--- src/rtl/neuron_lut_loader.sv ---
// Runtime-loadable 2^IN_BITS x 1 neuron truth table: a word-serial config stream fills the table,
// then registered single-cycle lookups are served. CFG_W and NWORDS must both be >= 2.
module neuron_lut_loader #(
  parameter int unsigned IN_BITS = 8,
  parameter int unsigned CFG_W   = 8
) (
  input  logic               clk,
  input  logic               rst,
  input  logic               cfg_start,
  input  logic               cfg_valid,
  output logic               cfg_ready,
  input  logic [CFG_W-1:0]   cfg_data,
  output logic               loaded,
  output logic [IN_BITS:0]   popcount,
  input  logic               in_valid,
  output logic               in_ready,
  input  logic [IN_BITS-1:0] M0,
  output logic               out_valid,
  output logic               M1
);

  localparam int unsigned ENTRIES = 2 ** IN_BITS;
  localparam int unsigned NWORDS  = ENTRIES / CFG_W;
  localparam int unsigned CNT_W   = $clog2(NWORDS);
  localparam int unsigned SEL_W   = $clog2(CFG_W);

  localparam logic [1:0] IDLE   = 2'd0;
  localparam logic [1:0] LOAD   = 2'd1;
  localparam logic [1:0] ACTIVE = 2'd2;

  logic [1:0]       state_q, state_d;
  logic [CNT_W-1:0] cnt_q, cnt_d;
  logic [IN_BITS:0] pop_q, pop_d;
  logic [IN_BITS:0] word_ones;
  logic             wr_en;
  logic             lookup;

  (* ram_style = "distributed" *) logic [CFG_W-1:0] mem [NWORDS];

  always_comb begin
    word_ones = '0;
    for (int j = 0; j < int'(CFG_W); j++) begin
      word_ones = word_ones + (IN_BITS + 1)'(cfg_data[j]);
    end
  end

  // cfg_start wins over any word presented in the same cycle, which is dropped.
  always_comb begin
    state_d = state_q;
    cnt_d   = cnt_q;
    pop_d   = pop_q;
    wr_en   = 1'b0;
    if (cfg_start) begin
      state_d = LOAD;
      cnt_d   = '0;
      pop_d   = '0;
    end else if (state_q == LOAD && cfg_valid) begin
      wr_en = 1'b1;
      pop_d = pop_q + word_ones;
      if (cnt_q == CNT_W'(NWORDS - 1)) begin
        state_d = ACTIVE;
      end else begin
        cnt_d = cnt_q + 1'b1;
      end
    end
  end

  assign cfg_ready = (state_q == LOAD);
  assign in_ready  = (state_q == ACTIVE);
  assign loaded    = (state_q == ACTIVE);
  assign popcount  = pop_q;
  assign lookup    = in_valid & in_ready;

  always_ff @(posedge clk) begin
    if (!rst) begin
      state_q   <= IDLE;
      cnt_q     <= '0;
      pop_q     <= '0;
      out_valid <= 1'b0;
      M1        <= 1'b0;
    end else begin
      state_q   <= state_d;
      cnt_q     <= cnt_d;
      pop_q     <= pop_d;
      out_valid <= lookup;
      if (lookup) begin
        M1 <= mem[M0[IN_BITS-1:SEL_W]][M0[SEL_W-1:0]];
      end
    end
  end

  // Storage is deliberately not reset; contents are meaningless until a full load completes.
  always_ff @(posedge clk) begin
    if (wr_en) begin
      mem[cnt_q] <= cfg_data;
    end
  end

endmodule

--- config.mk ---
export PLATFORM = sky130hd
export DESIGN_NAME = neuron_lut_loader
export DESIGN_NICKNAME = d
export VERILOG_FILES = /design/src/rtl/neuron_lut_loader.sv
export SDC_FILE = /design/constraint.sdc
export NUM_CORES = 1
export LEC_CHECK = 0
export CAP_MARGIN = 20
export CORE_UTILIZATION = 55
export DETAILED_ROUTE_END_ITERATION = 6
export PLACE_DENSITY = 0.74
export SYNTH_ARGS = -nofsm -noshare
export SYNTH_HDL_FRONTEND = slang
export SYNTH_SLANG_ARGS = --single-unit
--- constraint.sdc ---
create_clock -name clk -period 3.55 [get_ports clk]
set_clock_uncertainty 0.2 [all_clocks]
set_input_delay 0.5325 -clock clk [delete_from_list [all_inputs] [get_ports clk]]
set_output_delay 0.5325 -clock clk [all_outputs]
set_load 0.01 [all_outputs]
==> metrics.md, run 1 <==
| Metric | Value |
|---|---|
| Outcome | `finished, final reports clean` |
| Final design area excluding fillers | `13,100 sq um` |
| Max Clk Rate | `294 MHz` |
| RSZ-0062 raised after global routing | `true` |
| Pwr dens | `514 nW/um^2` |
| Sequential fraction of the synthesis area | `0.721` |
| Initial DRT Pass Iterations | `5` |
| Library cells used by synthesis | `51` |
| Hold Crit Class | `flop to flop` |
| Max-cap violation count | `0` |
| CTS max path bufs | `3` |
| Post-DP Area | `12,200 sq um` |
| Overall Global Routing Usage | `0.260` |
| Crit end category | `flop` |
| Width of the die | `144 um` |
| HPWL after DPL | `16,900 um` |
| FP Rows | `51` |
| Logic pwr share | `0.060` |
| Asr flop ratio synth | `0` |
| Drt wl/cell | `25.3 um` |
| Via/cell ratio | `6.10` |
| Die height | `144 um` |
| P_leak | `4.36 nW` |
| Syn Std Cell Area | `11,200 sq um` |
| Period utilization | `0.957` |
| Finish-stage setup viols | `0` |
| Core Util, Final | `0.666` |
| Clock share of power | `0.415` |
| Internal power | `5.38 mW` |
| Net Switching | `1.36 mW` |
| Peak supply drop | `0.000303 V` |
| Cts hold-fix bufs | `0` |
| Worst Tran Pin Value | `0.602 ns` |
| DR iter-0 viols | `651` |
| First-pass GRT wire length | `38,300 um` |
| CP Data Arrival Time | `3.57 ns` |
| Hold WS | `0.324 ns` |
| Clock transition at path regs | `0.06 ns` |
| Commonest non-fill, non-tap cell in the layout | `edfxtp_1` |
| Most frequent cells in the layout | `edfxtp_1, buf_4, nor2_1` |
| Antenna Cells | `0` |
| Grt total ovfl | `0` |
| Flop pwr share | `0.525` |
| Required @ worst endpoint | `3.72 ns` |
| Dominant synthesized flop cell | `edfxtp_1` |
| Cts bufs inserted | `27` |
| Fin crit period | `3.40 ns` |
| Clock Tree Root | `clkbuf_16` |
| Normalized max-slew margin | `0.599` |
| Critical path type | `primary input to flop` |
| R2R depth | `12` |
| Initial antenna violation count | `0` |
| Total core area | `19,700 sq um` |
| Placed insts | `962` |
| I/O pins | `35` |
| H-Tree Depth | `1` |
| Clock network latency to the later pin of the worst-skew pair | `0.51 ns` |
| Final hold violation count | `0` |
| Yosys reg bits | `274` |
| Max FO, Critical Path | `3` |
| Layout Cells excl Fill | `1,010` |
| PortBufs | `34` |
| Slew Limit Fails | `0` |
| Initial core utilization | `0.568` |
| Syn Nets | `660` |
| Net Sw Frac | `0.201` |
| Via count | `6,159` |
| Residual DRC | `0` |
| Syn-to-layout area delta | `17.3%` |
| Total chip power | `6.74 mW` |
| # nets final | `763` |
| Vias in the first global route | `6,364` |
| Cells after synthesis | `623` |
| DIE AREA | `20,900 sq um` |
| RePlAce Congestion | `0.868` |
| Layout cells sized above 1 | `0.254` |
| Largest net degree at the start of global routing | `33` |
| Crit path launch type | `primary input` |
| Number of flops mapped to enable cells by yosys | `256` |
| Clock Sinks | `274` |
| WHS Path Cells | `2` |
| CTS tree | `yes` |
| Filler cells | `1,357` |
| Post-Syn Area per Cell | `17.9 sq um` |
| Ys Warns | `0` |
| DRT antenna net count | `0` |
| Total Wirelength | `25,600 um` |
-- stage by stage --
stage                     setup slack, ns  TNS (ns)
after global routing             -0.00760  -0.00760
after CTS                         0.00500         0
after detailed placement           -0.842     -5.29
after global placement             -0.761     -4.78
final                               0.153         0
after floorplan                   -0.0849    -0.149
-- path summary, 6_finish.rpt --
| kind | from | endpoint | slack, ns |
|---|---|---|---|
| setup / recovery | cfg_data[0] | popcount[8] | 0.15 |
| hold / removal | state_q[1] | state_q[1] | 0.32 |
| setup reg to reg | popcount[0] | popcount[8] | 0.29 |
| hold reg to reg | state_q[1] | state_q[1] | 0.32 |
-- timing repair --
action	CTS	global route
resized for setup	12	1
pin swaps	8	7
hold endpoints to repair	0	0
setup buffers	0	0
setup endpoints to repair	7	4
cloned	0	0
-- state kept, by name (all words and copies together), names as in the netlist --
name       flops
mem          256
popcount       9
cnt_q          5
state_q        2
M1             1
out_valid      1
-- Yosys cell counts (2+ instances only) --
| master | instances | area (sq um) |
|---|---|---|
| a211oi_1 | 5 | 37.5 |
| a21oi_1 | 16 | 80.1 |
| a221oi_1 | 2 | 17.5 |
| a22oi_1 | 9 | 67.6 |
| a31oi_1 | 2 | 12.5 |
| and2_1 | 3 | 18.8 |
| and3_1 | 3 | 18.8 |
| buf_2 | 10 | 50.1 |
| buf_4 | 3 | 22.5 |
| clkbuf_1 | 14 | 52.6 |
| dfxtp_1 | 18 | 360 |
| edfxtp_1 | 256 | 7690 |
| fa_1 | 5 | 100 |
| ha_1 | 11 | 138 |
| inv_1 | 13 | 48.8 |
| mux2_2 | 9 | 101 |
| mux2i_1 | 17 | 170 |
| mux4_2 | 58 | 1310 |
| nand2_1 | 26 | 97.6 |
| nand2b_1 | 3 | 18.8 |
| nand3_1 | 8 | 40.0 |
| nand3b_1 | 6 | 45.0 |
| nand4_1 | 5 | 31.3 |
| nor2_1 | 59 | 221 |
| nor2b_1 | 11 | 68.8 |
| nor3_1 | 7 | 35.0 |
| nor4_1 | 2 | 12.5 |
| o21ai_0 | 8 | 40.0 |
| o22ai_1 | 3 | 18.8 |
| or3_1 | 4 | 25.0 |
| or3b_2 | 2 | 17.5 |
| xnor2_1 | 2 | 17.5 |
| xor2_1 | 5 | 43.8 |
-- power by group through the flow --
stage	Clock (mW)	Sequential, mW	Combinational [mW]
floorplan	0	3.60	0.219
global placement	0	3.60	0.384
detailed placement	0	3.60	0.403
CTS	2.83	3.54	0.408
global route	2.95	3.53	0.438
finish	2.79	3.54	0.406
-- logic make-up after synthesis --
logic type               synth area share
XOR/XNOR                          0.00549
multiplexers                        0.141
AO/OA/AOI/OAI                      0.0314
flip-flops                          0.721
AND/OR/NAND/NOR                    0.0619
adder cells (fa/ha/maj)            0.0213
buffers and inverters              0.0176
-- metal layers --
layer | up-vias | routed length, um | GRT usage
met5 | - | 0 | 0
met4 | 0 | 575 | 0.0753
met3 | 34 | 2110 | 0.0493
met2 | 283 | 13100 | 0.452
met1 | 3166 | 9820 | 0.335
li1 | 2676 | - | -
-- critical path, cell delays in order --
cell and delay, ns:
clkbuf_2 0.10, fa_1 0.53, inv_1 0.05, fa_1 0.44
fa_1 0.53, fa_2 0.23, inv_2 0.04, fa_2 0.34
a21o_1 0.19, a21oi_2 0.17, nor2b_1 0.08, nand4_1 0.11
xor2_1 0.17, nor2_1 0.05
-- area by class of cell --
type,instances,area (sq um),area share
multi-input combinational,305,2930,0.223
clock buffer,38,779,0.0595
inverter,15,56.3,0.00430
clock inverter,10,100,0.00764
tap,265,332,0.0253
sequential,274,8050,0.614
timing repair buffer,103,856,0.0653
Power figures use the tool's default switching activity.
==> run 2, diff against run 1 <==
==> constraint.sdc (replaced) <==
create_clock -name clk -period 3.06 [get_ports clk]
set_clock_uncertainty 0.2 [all_clocks]
set_input_delay 0.459 -clock clk [delete_from_list [all_inputs] [get_ports clk]]
set_output_delay 0.459 -clock clk [all_outputs]
set_load 0.01 [all_outputs]
==> metrics.md, run 2 (synthesis gave the netlist of run 1 again) <==
| Metric | Value |
|---|---|
| Final design area excluding fillers | `13,300 sq um (+1.2%)` |
| Worst Setup Slack, final | `-0.185 ns (-0.338 ns)` |
| DIE AREA | `20,900 sq um (unchanged)` |
| DRT antenna net count | `0 (unchanged)` |
| Failing checks | `setup timing` |
| Largest net degree at the start of global routing | `33 (unchanged)` |
| Hold WS | `0.278 ns (-0.0458 ns)` |
| Worst Tran Pin Value | `0.576 ns (-0.0257 ns)` |
| RePlAce Congestion | `0.830 (-4.4%)` |
| Final hold violation count | `0 (unchanged)` |
| Die height | `144 um (unchanged)` |
| Required @ worst endpoint | `3.26 ns (-0.46 ns)` |
| Clock network latency to the later pin of the worst-skew pair | `0.53 ns (+0.02 ns)` |
| Hold Crit Class | `primary input to flop` |
| # nets final | `770 (+0.92%)` |
| Post-DP Area | `12,300 sq um (+0.33%)` |
| Storage cell area | `8050 sq um (unchanged)` |
| PortBufs | `34 (unchanged)` |
| Crit end category | `flop` |
| Fin crit period | `3.25 ns` |
| H-Tree Depth | `1 (unchanged)` |
| Max reg flops | `256 (unchanged)` |
| Total core area | `19,700 sq um (unchanged)` |
| Normalized max-slew margin | `0.616 (+0.0171)` |
| Most frequent cells in the layout | `edfxtp_1, buf_4, nor2_1` |
| DR iter-0 viols | `552 (-15%)` |
| CTS tree | `yes` |
| Overall Global Routing Usage | `0.259 (-0.00135)` |
| Slew Limit Fails | `0 (unchanged)` |
| Total chip power | `8.03 mW (+19%)` |
| Syn-to-layout area delta | `18.8%` |
| Width of the die | `144 um (unchanged)` |
| Pwr dens | `606 nW/um^2 (+18%)` |
| Layout cells sized above 1 | `0.268 (+0.0142)` |
| First-pass GRT wire length | `38,300 um (+0.14%)` |
| Area of the multi-input gates | `2930 sq um (+0.21%)` |
| Initial DRT Pass Iterations | `5 (unchanged)` |
| P_leak | `4.42 nW (+1.2%)` |
| CTS max path bufs | `3 (unchanged)` |
| Initial antenna violation count | `0 (unchanged)` |
| Filler cells | `1,319 (-2.8%)` |
| Antenna Cells | `0 (unchanged)` |
| Crit path launch type | `primary input` |
| Max-cap violation count | `0 (unchanged)` |
| Grt total ovfl | `0 (unchanged)` |
| Clock transition at path regs | `0.06 ns (about the same)` |
| Max Clk Rate | `308 MHz` |
| Outcome | `finished, violations left` |
| Clock Sinks | `274 (unchanged)` |
| Cts bufs inserted | `28 (+3.7%)` |
| Via/cell ratio | `6.13 (+0.52%)` |
| Max FO, Critical Path | `3 (unchanged)` |
| Finish-stage setup viols | `6 (+6)` |
| Drt wl/cell | `25.0 um (-1.1%)` |
| Period utilization | `1.06` |
| Total Wirelength | `25,500 um (-0.21%)` |
| Residual DRC | `0 (unchanged)` |
| FP Rows | `51 (unchanged)` |
| Commonest non-fill, non-tap cell in the layout | `edfxtp_1` |
| Pre-CTS WS | `-1.26 ns (-0.420 ns)` |
| CP Data Arrival Time | `3.44 ns (-0.13 ns)` |
| RSZ-0062 raised after global routing | `true` |
| HPWL after DPL | `16,100 um (-4.9%)` |
| Critical path type | `primary input to flop` |
| Via count | `6,246 (+1.4%)` |
| I/O pins | `35 (unchanged)` |
| Reg with most FFs | `mem` |
| Clock Tree Root | `clkbuf_16` |
| Initial core utilization | `0.568 (unchanged)` |
| Vias in the first global route | `6,361 (-0.047%)` |
| Peak supply drop | `0.000439 V (+45%)` |
==> run 2: layer usage <==
metal  part of all wire  track usage  wire [um]  vias to the layer above
met5                  0            0          0                        -
met4              0.025       0.0831        627                        0
li1                   -            -          -                     2687
met2               0.51        0.442      13000                      268
met3              0.072       0.0377       1840                       42
met1               0.39        0.345      10000                     3249
==> run 2: power by group <==
group	switching, mW	internal [mW]
sequential	0.00430	4.10
combinational	0.266	0.222
clock	1.38	2.07
total	1.65	6.38
==> run 2: cell type report <==
class | instances | area share
flip-flops and latches | 274 | 0.607
multi-input cells | 305 | 0.221
repair buffers | 109 | 0.0712
clock buffers | 32 | 0.0556
well taps | 265 | 0.0250
clock inverters | 19 | 0.0158
inverters | 15 | 0.00425
==> run 2: timing repair <==
| item | 4_1_cts | 5_1_grt |
|---|---|---|
| endpoints found under the setup margin | 8 | 7 |
| hold buffers | 1 | 0 |
| pin swaps | 13 | 9 |
| setup buffers | 1 | 2 |
| cloned | 0 | 0 |
| resized for setup | 18 | 4 |
| hold endpoints to repair | 1 | 0 |
==> run 2: final timing paths <==
kind,from,endpoint,slack [ns],cells past startpoint
hold / removal,cfg_data[3],mem[18][3],0.28,2
setup / recovery,cfg_data[1],popcount[8],-0.19,14
hold reg to reg,state_q[1],state_q[1],0.33,2
setup reg to reg,popcount[0],popcount[8],0.01,12
==> run 2: worst max-delay path: stages <==
cell and delay (ns):
buf_8 0.10, fa_1 0.53, inv_1 0.05, fa_1 0.44
fa_1 0.53, fa_2 0.22, inv_2 0.04, fa_2 0.33
a21o_1 0.18, a21oi_2 0.19, nor2b_2 0.07, nand4_1 0.10
xor2_1 0.15, nor2_1 0.05
==> run 2: per-stage QoR <==
stage / std cells / utilization / TNS [ns]
after floorplan: 623 / - / -2.58
after global placement: 964 / 0.624 / -8.63
after detailed placement: 964 / 0.624 / -9.17
after CTS: 1017 / 0.673 / -0.825
after global routing: 1019 / 0.675 / -1.50
final: 1019 / 0.675 / -0.636
==> run 3, diff against run 2 <==
--- a/config.mk
+++ b/config.mk
@@ -8,7 +8,9 @@
 export CAP_MARGIN = 20
 export CORE_UTILIZATION = 55
 export DETAILED_ROUTE_END_ITERATION = 6
+export MAX_ROUTING_LAYER = met4
 export PLACE_DENSITY = 0.74
+export SKIP_CTS_REPAIR_TIMING = 1
 export SYNTH_ARGS = -nofsm -noshare
 export SYNTH_HDL_FRONTEND = slang
 export SYNTH_SLANG_ARGS = --single-unit
==> metrics.md, run 3 (synthesis gave the netlist of run 1 again) <==
| Metric | Value |
|---|---|
| CP max stage delay | `0.57 ns (+0.04 ns)` |
| Critical path type | `primary input to flop` |
| Required @ worst endpoint | `3.26 ns (about the same)` |
| Largest net degree at the start of global routing | `33 (unchanged)` |
| Initial antenna violation count | `0 (unchanged)` |
| CP most frequent cell | `fa_1` |
| Largest delay share family, worst path | `adder cells` |
| DRT antenna net count | `0 (unchanged)` |
| RSZ-0062 raised after global routing | `true` |
| I/O pins | `35 (unchanged)` |
| Crit end category | `flop` |
| Commonest non-fill, non-tap cell in the layout | `edfxtp_1` |
| # nets final | `769 (-0.13%)` |
| Post-DP Area | `12,300 sq um (unchanged)` |
| Crit path launch type | `primary input` |
| Drt wl/cell | `25.0 um (about the same)` |
| P_leak | `4.41 nW (-0.15%)` |
| Max-cap violation count | `0 (unchanged)` |
| CP Data Arrival Time | `3.52 ns (+0.08 ns)` |
| Grt total ovfl | `0 (unchanged)` |
| Peak supply drop | `0.000438 V (-0.37%)` |
| First-pass GRT wire length | `38,300 um (about the same)` |
| Worst Setup Slack, final | `-0.266 ns (-0.0805 ns)` |
| RePlAce Congestion | `0.842 (+1.5%)` |
| Clock network latency to the later pin of the worst-skew pair | `0.53 ns (about the same)` |
| Hold Crit Class | `primary input to flop` |
| Outcome | `finished, violations left` |
| Die height | `144 um (unchanged)` |
| Fin crit period | `3.33 ns (+0.0805 ns)` |
| Initial DRT Pass Iterations | `5 (unchanged)` |
| Final design area excluding fillers | `13,200 sq um (about the same)` |
| Max reg flops | `256 (unchanged)` |
| Reg with most FFs | `mem` |
| Overall Global Routing Usage | `0.267 (+0.00753)` |
| Crit path cell chain | `buf_8, fa_1, inv_1, fa_1, fa_1, fa_2, inv_2, fa_2, a21o_1, a21oi_2, nor2b_2, nand4_1, xor2_1, nor2_1` |
| Final hold violation count | `0 (unchanged)` |
| Max FO, Critical Path | `3 (unchanged)` |
| CP max-delay cell | `fa_1` |
| Layout cells sized above 1 | `0.266 (-0.00230)` |
| Clock Tree Root | `clkbuf_16` |
| FP Rows | `51 (unchanged)` |
| CTS max path bufs | `3 (unchanged)` |
| Worst Tran Pin Value | `0.565 ns (-0.0114 ns)` |
| Buffers & Inverters on Critical Path | `3 (unchanged)` |
| Via count | `6,232 (-0.22%)` |
| Antenna Cells | `0 (unchanged)` |
| Period utilization | `1.09 (+0.0263)` |
| Via/cell ratio | `6.12 (-0.13%)` |
| CTS tree | `yes` |
| Vias in the first global route | `6,355 (-0.094%)` |
| Pwr dens | `606 nW/um^2 (about the same)` |
| HPWL after DPL | `16,100 um (unchanged)` |
| Max Clk Rate | `301 MHz (-2.4%)` |
| Residual DRC | `0 (unchanged)` |
| H-Tree Depth | `1 (unchanged)` |
| Failing checks | `setup timing` |
| Clock Sinks | `274 (unchanged)` |
| PortBufs | `34 (unchanged)` |
| DR iter-0 viols | `552 (unchanged)` |
| Width of the die | `144 um (unchanged)` |
| Slew Limit Fails | `0 (unchanged)` |
| Normalized max-slew margin | `0.623 (+0.00760)` |
| Total core area | `19,700 sq um (unchanged)` |
| Core Util, Final | `0.674 (about the same)` |
| DIE AREA | `20,900 sq um (unchanged)` |
| Initial core utilization | `0.568 (unchanged)` |
| Total chip power | `8.02 mW (-0.15%)` |
| Clock transition at path regs | `0.06 ns (about the same)` |
| Cts bufs inserted | `28 (unchanged)` |
| Finish-stage setup viols | `5 (-1)` |
| Most frequent cells in the layout | `edfxtp_1, buf_4, nor2_1` |
| Total Wirelength | `25,500 um (about the same)` |
| Syn-to-layout area delta | `18.7% (about the same)` |
-- run 3: cell types whose count changed in the layout (fill, tap and decap cells not counted), sizes merged --
cell,before,now
buf,80,78
clkbuf,32,33
-- run 3: metrics by stage --
stage	setup WS, ns	hold WS (ns)	setup TNS, ns	cells
final	-0.266	0.283	-0.904	1018
after global routing	-0.466	0.291	-2.00	1018
after CTS	-0.740	0.320	-4.38	1015
after detailed placement	-1.26	0.304	-9.17	964
after global placement	-1.20	0.290	-8.63	964
after floorplan	-0.501	0.266	-2.58	623
-- run 3: power by group --
part | internal, mW | leakage (nW) | switching (mW)
Combinational | 0.220 | 1.52 | 0.265
Clock | 2.07 | 0.443 | 1.37
Sequential | 4.10 | 2.45 | 0.00431
-- run 3: metal layers --
| layer | GRT usage | share of wire | wire length (um) | vias to the layer above |
|---|---|---|---|---|
| li1 | - | - | - | 2688 |
| met1 | 0.341 | 0.38 | 9770 | 3214 |
| met2 | 0.443 | 0.51 | 13000 | 291 |
| met3 | 0.0401 | 0.081 | 2070 | 39 |
| met4 | 0.0814 | 0.024 | 606 | 0 |
| met5 | - | 0 | 0 | - |
-- run 3: final timing paths --
path	from	end	slack, ns	cells past startpoint
worst max-delay path	cfg_data[1]	popcount[8]	-0.27	14
worst min register to register	popcount[3]	popcount[3]	0.33	2
worst max register to register	popcount[0]	popcount[8]	-0.03	12
worst min-delay path	cfg_data[3]	mem[18][3]	0.28	2
-- run 3: final cells by class --
cell class | count | area (sq um)
clock buffer | 32 | 737
clock inverter | 19 | 209
fill | 1323 | 6410
inverter | 15 | 56.3
multi-input combinational | 305 | 2930
sequential | 274 | 8050
tap | 265 | 332
timing repair buffer | 108 | 937
